File: config.mk
export PLATFORM = sky130hd
export DESIGN_NAME = core_alu_arbiter_flat
export DESIGN_NICKNAME = d
export VERILOG_FILES = /design/src/rtl/core_alu_arbiter_if.sv /design/src/rtl/core_alu_arbiter.sv /design/src/flat_wrapper.sv
export SDC_FILE = /design/constraint.sdc
export NUM_CORES = 1
export LEC_CHECK = 0
export CAP_MARGIN = 20
export CORE_ASPECT_RATIO = 1.2
export CORE_MARGIN = 5
export CORE_UTILIZATION = 37
export CTS_BUF_LIST = sky130_fd_sc_hd__clkbuf_8
export DETAILED_ROUTE_END_ITERATION = 7
export PLACE_DENSITY = 0.87
export SLEW_MARGIN = 20
export SYNTH_ARGS = -nofsm -noshare
export SYNTH_HDL_FRONTEND = slang
export SYNTH_SLANG_ARGS = --single-unit
File: constraint.sdc
create_clock -name clk -period 3 [get_ports clk]
set_input_delay 0.3 -clock clk [delete_from_list [all_inputs] [get_ports clk]]
set_output_delay 0.3 -clock clk [all_outputs]
set_load 0.01 [all_outputs]
File: src/rtl/core_alu_arbiter_if.sv
// Requester, response and ALU-side signal bundle for core_alu_arbiter.
// master = requesters/ALU side, slave = the arbiter itself.
interface core_alu_arbiter_if #(
    parameter int OPW = 5
);
    logic           req0_valid;
    logic           req0_ready;
    logic [OPW-1:0] req0_op;
    logic [31:0]    req0_rs1;
    logic [31:0]    req0_rs2;
    logic           req1_valid;
    logic           req1_ready;
    logic [OPW-1:0] req1_op;
    logic [31:0]    req1_rs1;
    logic [31:0]    req1_rs2;
    logic           resp0_valid;
    logic           resp0_ready;
    logic           resp1_valid;
    logic           resp1_ready;
    logic [31:0]    resp_result;
    logic           resp_err;
    logic           alu_start;
    logic [OPW-1:0] alu_op;
    logic [31:0]    alu_rs1;
    logic [31:0]    alu_rs2;
    logic           alu_done;
    logic [31:0]    alu_result;

    modport master (
        output req0_valid, req0_op, req0_rs1, req0_rs2,
        output req1_valid, req1_op, req1_rs1, req1_rs2,
        output resp0_ready, resp1_ready,
        output alu_done, alu_result,
        input  req0_ready, req1_ready,
        input  resp0_valid, resp1_valid, resp_result, resp_err,
        input  alu_start, alu_op, alu_rs1, alu_rs2
    );

    modport slave (
        input  req0_valid, req0_op, req0_rs1, req0_rs2,
        input  req1_valid, req1_op, req1_rs1, req1_rs2,
        input  resp0_ready, resp1_ready,
        input  alu_done, alu_result,
        output req0_ready, req1_ready,
        output resp0_valid, resp1_valid, resp_result, resp_err,
        output alu_start, alu_op, alu_rs1, alu_rs2
    );
endinterface

File: src/rtl/core_alu_arbiter.sv
// Round-robin sharing of the multi-cycle ALU between the execute pipe
// (requester 0) and the branch/address unit (requester 1), with a watchdog.
module core_alu_arbiter #(
    parameter int TIMEOUT = 16,
    parameter int OPW     = 5
) (
    input  logic              clk,
    input  logic              rst,
    core_alu_arbiter_if.slave bus_io
);
    typedef enum logic [1:0] {
        IDLE,
        ISSUE,
        WAIT,
        RESP
    } state_t;

    localparam logic [7:0] CNT_LAST = 8'(TIMEOUT - 1);

    state_t         state_q, state_d;
    logic           ptr_q, ptr_d;
    logic           owner_q, owner_d;
    logic [7:0]     cnt_q, cnt_d;
    logic [OPW-1:0] op_q, op_d;
    logic [31:0]    rs1_q, rs1_d;
    logic [31:0]    rs2_q, rs2_d;
    logic [31:0]    res_q, res_d;
    logic           err_q, err_d;

    logic           grant0;
    logic           grant1;
    logic [OPW-1:0] sel_op;
    logic [31:0]    sel_rs1;
    logic [31:0]    sel_rs2;
    logic           sel_legal;
    logic           owner_ready;

    // The pointer only breaks ties; a lone requester always wins.
    assign grant0 = bus_io.req0_valid &&
                    (!bus_io.req1_valid || !ptr_q);
    assign grant1 = bus_io.req1_valid &&
                    (!bus_io.req0_valid || ptr_q);

    assign sel_op    = grant1 ? bus_io.req1_op  : bus_io.req0_op;
    assign sel_rs1   = grant1 ? bus_io.req1_rs1 : bus_io.req0_rs1;
    assign sel_rs2   = grant1 ? bus_io.req1_rs2 : bus_io.req0_rs2;
    assign sel_legal = sel_op < OPW'(10);

    assign owner_ready = owner_q ? bus_io.resp1_ready
                                 : bus_io.resp0_ready;

    assign bus_io.req0_ready  = (state_q == IDLE) && grant0;
    assign bus_io.req1_ready  = (state_q == IDLE) && grant1;
    assign bus_io.resp0_valid = (state_q == RESP) && !owner_q;
    assign bus_io.resp1_valid = (state_q == RESP) && owner_q;
    assign bus_io.resp_result = res_q;
    assign bus_io.resp_err    = err_q;
    assign bus_io.alu_start   = (state_q == ISSUE);
    assign bus_io.alu_op      = op_q;
    assign bus_io.alu_rs1     = rs1_q;
    assign bus_io.alu_rs2     = rs2_q;

    // Next-state: accept, issue, wait with watchdog, then respond.
    always_comb begin
        state_d = state_q;
        ptr_d   = ptr_q;
        owner_d = owner_q;
        cnt_d   = cnt_q;
        op_d    = op_q;
        rs1_d   = rs1_q;
        rs2_d   = rs2_q;
        res_d   = res_q;
        err_d   = err_q;
        unique case (state_q)
            IDLE: begin
                if (grant0 || grant1) begin
                    op_d    = sel_op;
                    rs1_d   = sel_rs1;
                    rs2_d   = sel_rs2;
                    owner_d = grant1;
                    if (sel_legal) begin
                        state_d = ISSUE;
                    end else begin
                        res_d   = '0;
                        err_d   = 1'b1;
                        state_d = RESP;
                    end
                end
            end
            ISSUE: begin
                cnt_d   = '0;
                state_d = WAIT;
            end
            WAIT: begin
                if (bus_io.alu_done) begin
                    res_d   = bus_io.alu_result;
                    err_d   = 1'b0;
                    state_d = RESP;
                end else if (cnt_q == CNT_LAST) begin
                    res_d   = '0;
                    err_d   = 1'b1;
                    state_d = RESP;
                end else begin
                    cnt_d = cnt_q + 8'd1;
                end
            end
            RESP: begin
                if (owner_ready) begin
                    ptr_d   = !owner_q;
                    state_d = IDLE;
                end
            end
        endcase
    end

    // State and datapath registers; reset aborts any operation in flight.
    always_ff @(posedge clk or posedge rst) begin
        if (rst) begin
            state_q <= IDLE;
            ptr_q   <= 1'b0;
            owner_q <= 1'b0;
            cnt_q   <= '0;
            op_q    <= '0;
            rs1_q   <= '0;
            rs2_q   <= '0;
            res_q   <= '0;
            err_q   <= 1'b0;
        end else begin
            state_q <= state_d;
            ptr_q   <= ptr_d;
            owner_q <= owner_d;
            cnt_q   <= cnt_d;
            op_q    <= op_d;
            rs1_q   <= rs1_d;
            rs2_q   <= rs2_d;
            res_q   <= res_d;
            err_q   <= err_d;
        end
    end
endmodule

File: src/flat_wrapper.sv
// flat-port wrapper written by rule: the top's interface ports become plain ports
module core_alu_arbiter_flat 
#(
    parameter int TIMEOUT = 16,
    parameter int OPW     = 5
)
  (clk, rst, bus_io_req0_valid, bus_io_req0_op, bus_io_req0_rs1, bus_io_req0_rs2, bus_io_req1_valid, bus_io_req1_op, bus_io_req1_rs1, bus_io_req1_rs2, bus_io_resp0_ready, bus_io_resp1_ready, bus_io_alu_done, bus_io_alu_result, bus_io_req0_ready, bus_io_req1_ready, bus_io_resp0_valid, bus_io_resp1_valid, bus_io_resp_result, bus_io_resp_err, bus_io_alu_start, bus_io_alu_op, bus_io_alu_rs1, bus_io_alu_rs2);
  core_alu_arbiter_if #(.OPW(OPW)) bus_io_i ();
  input  logic clk;
  input  logic rst;
  input wire logic [$bits(bus_io_i.req0_valid)-1:0] bus_io_req0_valid;
  input wire logic [$bits(bus_io_i.req0_op)-1:0] bus_io_req0_op;
  input wire logic [$bits(bus_io_i.req0_rs1)-1:0] bus_io_req0_rs1;
  input wire logic [$bits(bus_io_i.req0_rs2)-1:0] bus_io_req0_rs2;
  input wire logic [$bits(bus_io_i.req1_valid)-1:0] bus_io_req1_valid;
  input wire logic [$bits(bus_io_i.req1_op)-1:0] bus_io_req1_op;
  input wire logic [$bits(bus_io_i.req1_rs1)-1:0] bus_io_req1_rs1;
  input wire logic [$bits(bus_io_i.req1_rs2)-1:0] bus_io_req1_rs2;
  input wire logic [$bits(bus_io_i.resp0_ready)-1:0] bus_io_resp0_ready;
  input wire logic [$bits(bus_io_i.resp1_ready)-1:0] bus_io_resp1_ready;
  input wire logic [$bits(bus_io_i.alu_done)-1:0] bus_io_alu_done;
  input wire logic [$bits(bus_io_i.alu_result)-1:0] bus_io_alu_result;
  output wire logic [$bits(bus_io_i.req0_ready)-1:0] bus_io_req0_ready;
  output wire logic [$bits(bus_io_i.req1_ready)-1:0] bus_io_req1_ready;
  output wire logic [$bits(bus_io_i.resp0_valid)-1:0] bus_io_resp0_valid;
  output wire logic [$bits(bus_io_i.resp1_valid)-1:0] bus_io_resp1_valid;
  output wire logic [$bits(bus_io_i.resp_result)-1:0] bus_io_resp_result;
  output wire logic [$bits(bus_io_i.resp_err)-1:0] bus_io_resp_err;
  output wire logic [$bits(bus_io_i.alu_start)-1:0] bus_io_alu_start;
  output wire logic [$bits(bus_io_i.alu_op)-1:0] bus_io_alu_op;
  output wire logic [$bits(bus_io_i.alu_rs1)-1:0] bus_io_alu_rs1;
  output wire logic [$bits(bus_io_i.alu_rs2)-1:0] bus_io_alu_rs2;
  assign bus_io_i.req0_valid = bus_io_req0_valid;
  assign bus_io_i.req0_op = bus_io_req0_op;
  assign bus_io_i.req0_rs1 = bus_io_req0_rs1;
  assign bus_io_i.req0_rs2 = bus_io_req0_rs2;
  assign bus_io_i.req1_valid = bus_io_req1_valid;
  assign bus_io_i.req1_op = bus_io_req1_op;
  assign bus_io_i.req1_rs1 = bus_io_req1_rs1;
  assign bus_io_i.req1_rs2 = bus_io_req1_rs2;
  assign bus_io_i.resp0_ready = bus_io_resp0_ready;
  assign bus_io_i.resp1_ready = bus_io_resp1_ready;
  assign bus_io_i.alu_done = bus_io_alu_done;
  assign bus_io_i.alu_result = bus_io_alu_result;
  assign bus_io_req0_ready = bus_io_i.req0_ready;
  assign bus_io_req1_ready = bus_io_i.req1_ready;
  assign bus_io_resp0_valid = bus_io_i.resp0_valid;
  assign bus_io_resp1_valid = bus_io_i.resp1_valid;
  assign bus_io_resp_result = bus_io_i.resp_result;
  assign bus_io_resp_err = bus_io_i.resp_err;
  assign bus_io_alu_start = bus_io_i.alu_start;
  assign bus_io_alu_op = bus_io_i.alu_op;
  assign bus_io_alu_rs1 = bus_io_i.alu_rs1;
  assign bus_io_alu_rs2 = bus_io_i.alu_rs2;
  core_alu_arbiter #(.TIMEOUT(TIMEOUT), .OPW(OPW)) u_core (.clk(clk), .rst(rst), .bus_io(bus_io_i));
endmodule
Word level (Yosys, flattened, before mapping) --
Index checks and enable logic that the tools add are counted. W data, S select, Z words.
Word-level totals: input port bits 177, output and inout port bits 107, logic and storage cells 65, register bits after elaboration 114
Cells by class: mux-type cells 23, add/sub/neg operators 1, magnitude comparators 1, equal/unequal tests 10, reduce and logical (&&, ||, !) cells 21
Operators with widths (count):
- $mux W32 | 6
- $pmux W32 S2 | 1
- $mux W8 | 2
- $pmux W8 S2 | 1
- $mux W2 | 5
- $add A8 B1 Y8 const B | 1
- $eq A8 B4 Y1 const B | 1
- $ne A2 B2 Y1 const B | 4
- $pmux W2 S4 | 1
- $logic_and A1 B1 Y1 | 6
- $reduce_and A3 Y1 | 2
- $lt A5 B4 Y1 const B | 1
- $mux W1 | 5
- $mux W5 | 1
- $eq A2 B2 Y1 const B | 2
- $logic_not A1 Y1 | 4
- $reduce_and A2 Y1 | 2
- $reduce_and A4 Y1 | 1
- $reduce_bool A2 Y1 | 2
- $logic_or A1 B1 Y1 | 3
- $ne A3 B2 Y1 const B | 1
- $eq A2 B1 Y1 const B | 1
- $logic_not A2 Y1 | 1
- $ne A2 B1 Y1 const B | 1
- $pmux W1 S2 | 1

Longest topological paths before layout --
word-level depth 8, gate-level depth with buffers 8, depth with buffers taken out 7

Worst setup path after synthesis --
No wires, ideal clock.
path type register -> register, start register u_core.cnt_q[4], end register u_core.err_q, in the netlist u_core.bus_io.resp_err, library setup time 0.128 ns, required time 2.872 ns, setup slack 0.960 ns, stages on the path, launching flop included 7, period minus slack after synthesis 2.040 ns, path buffers 1, data arrival time 1.913 ns, cells stage by stage dfrtp_1 > or4_1 > o21ai_2 > o211ai_2 > a21oi_4 > buf_6 > mux2_1
Between the ends: cells in the longest elaborated chain, start to end 3
RTL lines:
- start: declaration | RTL line core_alu_arbiter.sv:23 | logic [7:0] cnt_q, cnt_d;
- start signal: assignment | RTL line core_alu_arbiter.sv:132 | cnt_q <= cnt_d;
- $eq A8 B4 Y1 | RTL line core_alu_arbiter.sv:99 | end else if (cnt_q == CNT_LAST) begin
- $ne A3 B2 Y1 (no line)
- $reduce_and A4 Y1 (no line)
- end signal: assignment | RTL line core_alu_arbiter.sv:137 | err_q <= err_d;
- end: declaration | RTL line core_alu_arbiter.sv:28 | logic err_q, err_d;
Every way passes these cells. A chain may end at the register's enable or synchronous reset.

Worst setup path in the final report --
start register u_core.state_q[0], end output port bus_io_req0_ready
Between the ends: cells in the longest elaborated chain, start to end 2
RTL lines:
- start: declaration | RTL line core_alu_arbiter.sv:20 | state_t state_q, state_d;
- start signal: assignment | RTL line core_alu_arbiter.sv:129 | state_q <= state_d;
- $logic_not A2 Y1 | RTL line core_alu_arbiter.sv:52 | assign bus_io.req0_ready = (state_q == IDLE) && grant0;
- $logic_and A1 B1 Y1 | RTL line core_alu_arbiter.sv:52
- end: declaration | RTL line flat_wrapper.sv:23 | output wire logic [$bits(bus_io_i.req0_ready)-1:0] bus_io_req0_ready;
Every way passes these cells.

==> results.yml <==
status:
  status: "completed"
clock_tree:
  ctsRootBufferMaster: "clkbuf_8"
  path_clk_slew_ns: 0.07
  htree_levels: 4
  clockBufferDepth: 2
  post_cts_buffers: 0
  worstSkewPairLatency_ns: 0.42
  cts.sinks: 114
  cts_hold_buf: 0
  cts-resized-gates: 0
  cts_made_buffers: 17
  cts_tree: "done"
power:
  combPwrFrac_pct: 49.6
  seqPwrFrac_pct: 33.1
  clock_power_share_pct: 17.2
  peakVddDrop_mv: 0.389
  leakagePower_uw: 0.00416
  power_density_nw_per_um2: 893
  power.switching_uw: 2750
  p_int_uw: 5190
  switching_share_pct: 34.6
cells_and_area:
  final_cell_mix: "clkdlybuf4s50_1 (283), dfrtp_1 (114), o21ai_0 (77), nand2_1 (77), mux2i_1 (70)"
  antennaDiodeCount: 0
  final_common_cell: "clkdlybuf4s50_1"
  fin_area_sq_um: 8900
  nets: 961
  drive_gt1_share_pct: 9.49
  syn2layout_area_growth_pct: 63.6
drt:
  routed_via_density: 4.86
  drtAntennaViolNets: 0
  drtIter0Drc: 231
  routed_wl_mm: 16.3
  dr.pass1.iters: 4
  drc: 0
  vias: 4688
  post_drt_wl_per_cell_microns: 16.9
sta:
  tns_ns: 0
  fmax_mhz: 408
  post-route-min-period_ns: 2.45
  rsz0062_at_grt: "false"
  finalCritPeriodShare_pct: 81.6
  relSlewSlack_pct: 47.9
  setup_viol: 0
  worstMarginPinSlew_ns: 0.779
  hold_viol: 0
  skew_ns: 0.00683
  drv_slew: 0
worst_setup_path:
  required_ns: 2.70
  path_cells: "inv_1, ha_1, nand2_1, a21oi_1, clkdlybuf4s50_1"
  cp-start-kind: "flip-flop"
  crit_arrival_ns: 2.15
  end_kind: "primary output"
  path_max_fanout: 5
  crit_family: "buffers and inverters"
  cp_num_buf_inv: 2
  critPathSlowestCell: "clkdlybuf4s50_1"
  slowest_delay_ns: 0.58
  crit_type: "reg2out"
logic_synthesis:
  synth_area_sq_um: 5440
  synth-seq-cells: 114
  yosysSeqAreaShare_pct: 52.4
  synth-async-reset-ratio_pct: 100
  yosysUniqueCellTypes: 32
  synth_edf_count: 0
  netlist_instances: 495
  synth_fp_nets: 677
  synth_flop_cell: "dfrtp_1"
  yosys_warnings: 0
  avgSynthCellArea_sq_um: 11.0
min_path:
  hp-class: "in2async"
grt:
  grt_max_degree: 115
  antenna_found_initial: 0
  grt_pass1_vias: 4936
  grt_pass1_wl_mm: 25.4
  grt_use_total_pct: 18.9
  overflow: 0
floorplanning:
  die-area_sq_um: 17200
  io_pins: 284
  fp.dieW_microns: 121
  core_area_sq_um: 14400
  start_util_pct: 37.7
  die_y_microns: 143
  rows: 48
placed_design:
  place_area_sq_um: 8530
  hpwl_mm: 12.6
  gp_congestion: 0.768
  portBuffers: 283
flow_run:
  cap_violations: 0
worst min-delay path, cell delays in order:
cell and delay [ns]:
clkdlybuf4s50_1 0.44, clkinvlp_4 0.09, buf_12 0.44
per-layer routing:
layer  track usage, %  routed length, microns
met4             7.64                     367
met1             20.4                    6170
met2             32.6                    8120
met5                0                       0
met3             8.40                    1630
final timing paths:
kind / cells after the start / endpoint / slack [ns] / from
worst max-delay path: 5 / bus_io_req0_ready / 0.55 / u_core.state_q[0]
worst min-delay path: 3 / u_core.bus_io.resp_result[23] / 0.38 / rst
worst max register to register: 8 / u_core.bus_io.resp_result[22] / 0.56 / u_core.state_q[0]
worst min register to register: 2 / u_core.bus_io.alu_rs1[7] / 0.48 / u_core.bus_io.alu_rs1[7]
max in group asynchronous: 3 / u_core.bus_io.alu_rs1[1] / 2.14 / rst
min in group clk: 2 / u_core.bus_io.alu_rs1[7] / 0.48 / u_core.bus_io.alu_rs1[7]
Yosys cell counts, types with 4 or more instances:
cell type,number,area share [%]
dfrtp_1,114,52
nand2_1,78,5.4
o21ai_0,78,7.2
mux2i_1,70,13
and3_1,33,3.8
mux2_4,27,7.5
clkbuf_1,22,1.5
nand3_1,9,0.83
inv_1,7,0.48
mux2_1,6,1.2
a21oi_1,5,0.46
buf_1,5,0.35
ha_1,5,1.2
nor2_1,5,0.35
nand2b_1,4,0.46
power by group through the flow:
| stage | registers [uW] | clock network [uW] | logic (uW) |
|---|---|---|---|
| 6_report | 2630 | 1370 | 3940 |
| 5_1_grt | 2740 | 1490 | 4280 |
| 4_1_cts | 2640 | 1420 | 4010 |
| 3_5_place_dp | 2660 | 0 | 3990 |
| 3_3_place_gp | 2610 | 0 | 3900 |
| 2_1_floorplan | 2900 | 0 | 1640 |
flip-flops by register name, indices dropped and copies added, names as in the netlist:
register and count:
u_core.cnt_q 8, u_core.ptr_q 1, u_core.bus_io.alu_op 5, u_core.bus_io.resp_err 1
u_core.bus_io.resp_result 32, u_core.bus_io.alu_rs1 32, u_core.bus_io.alu_rs2 32, u_core.owner_q 1
u_core.state_q 2
cells by family after synthesis:
| kind of cell | count (synthesis) | share of synthesized area, % |
|---|---|---|
| adders and majority gates | 5 | 1.15 |
| buffers and inverters | 40 | 3.24 |
| muxes | 104 | 21.8 |
| and+or+nand+nor | 139 | 12.0 |
| DFF | 114 | 52.5 |
| AOI/OAI and AO/OA | 90 | 8.86 |
| xor gates and xnor gates | 3 | 0.483 |
final cells by class:
class	count	area, sq um
fill	1172	5520
timing repair buffer	298	3000
sequential	114	2850
multi-input combinational	341	2430
clock buffer	20	275
tap	175	219
clock inverter	10	95.1
inverter	7	30.0
stage by stage:
stage	total power, uW	instances	hold slack, ns	worst slack, ns	util (%)
final	7940	965	0.384	0.551	61.7
after global routing	8510	965	0.417	0.415	61.7
after CTS	8060	965	0.407	0.523	61.7
after detailed placement	6650	935	0.469	0.310	59.1
after global placement	6510	935	0.459	0.324	59.1
after floorplan	4540	495	0.465	0.960	-
No activity file was read; power rests on OpenSTA's default activity.
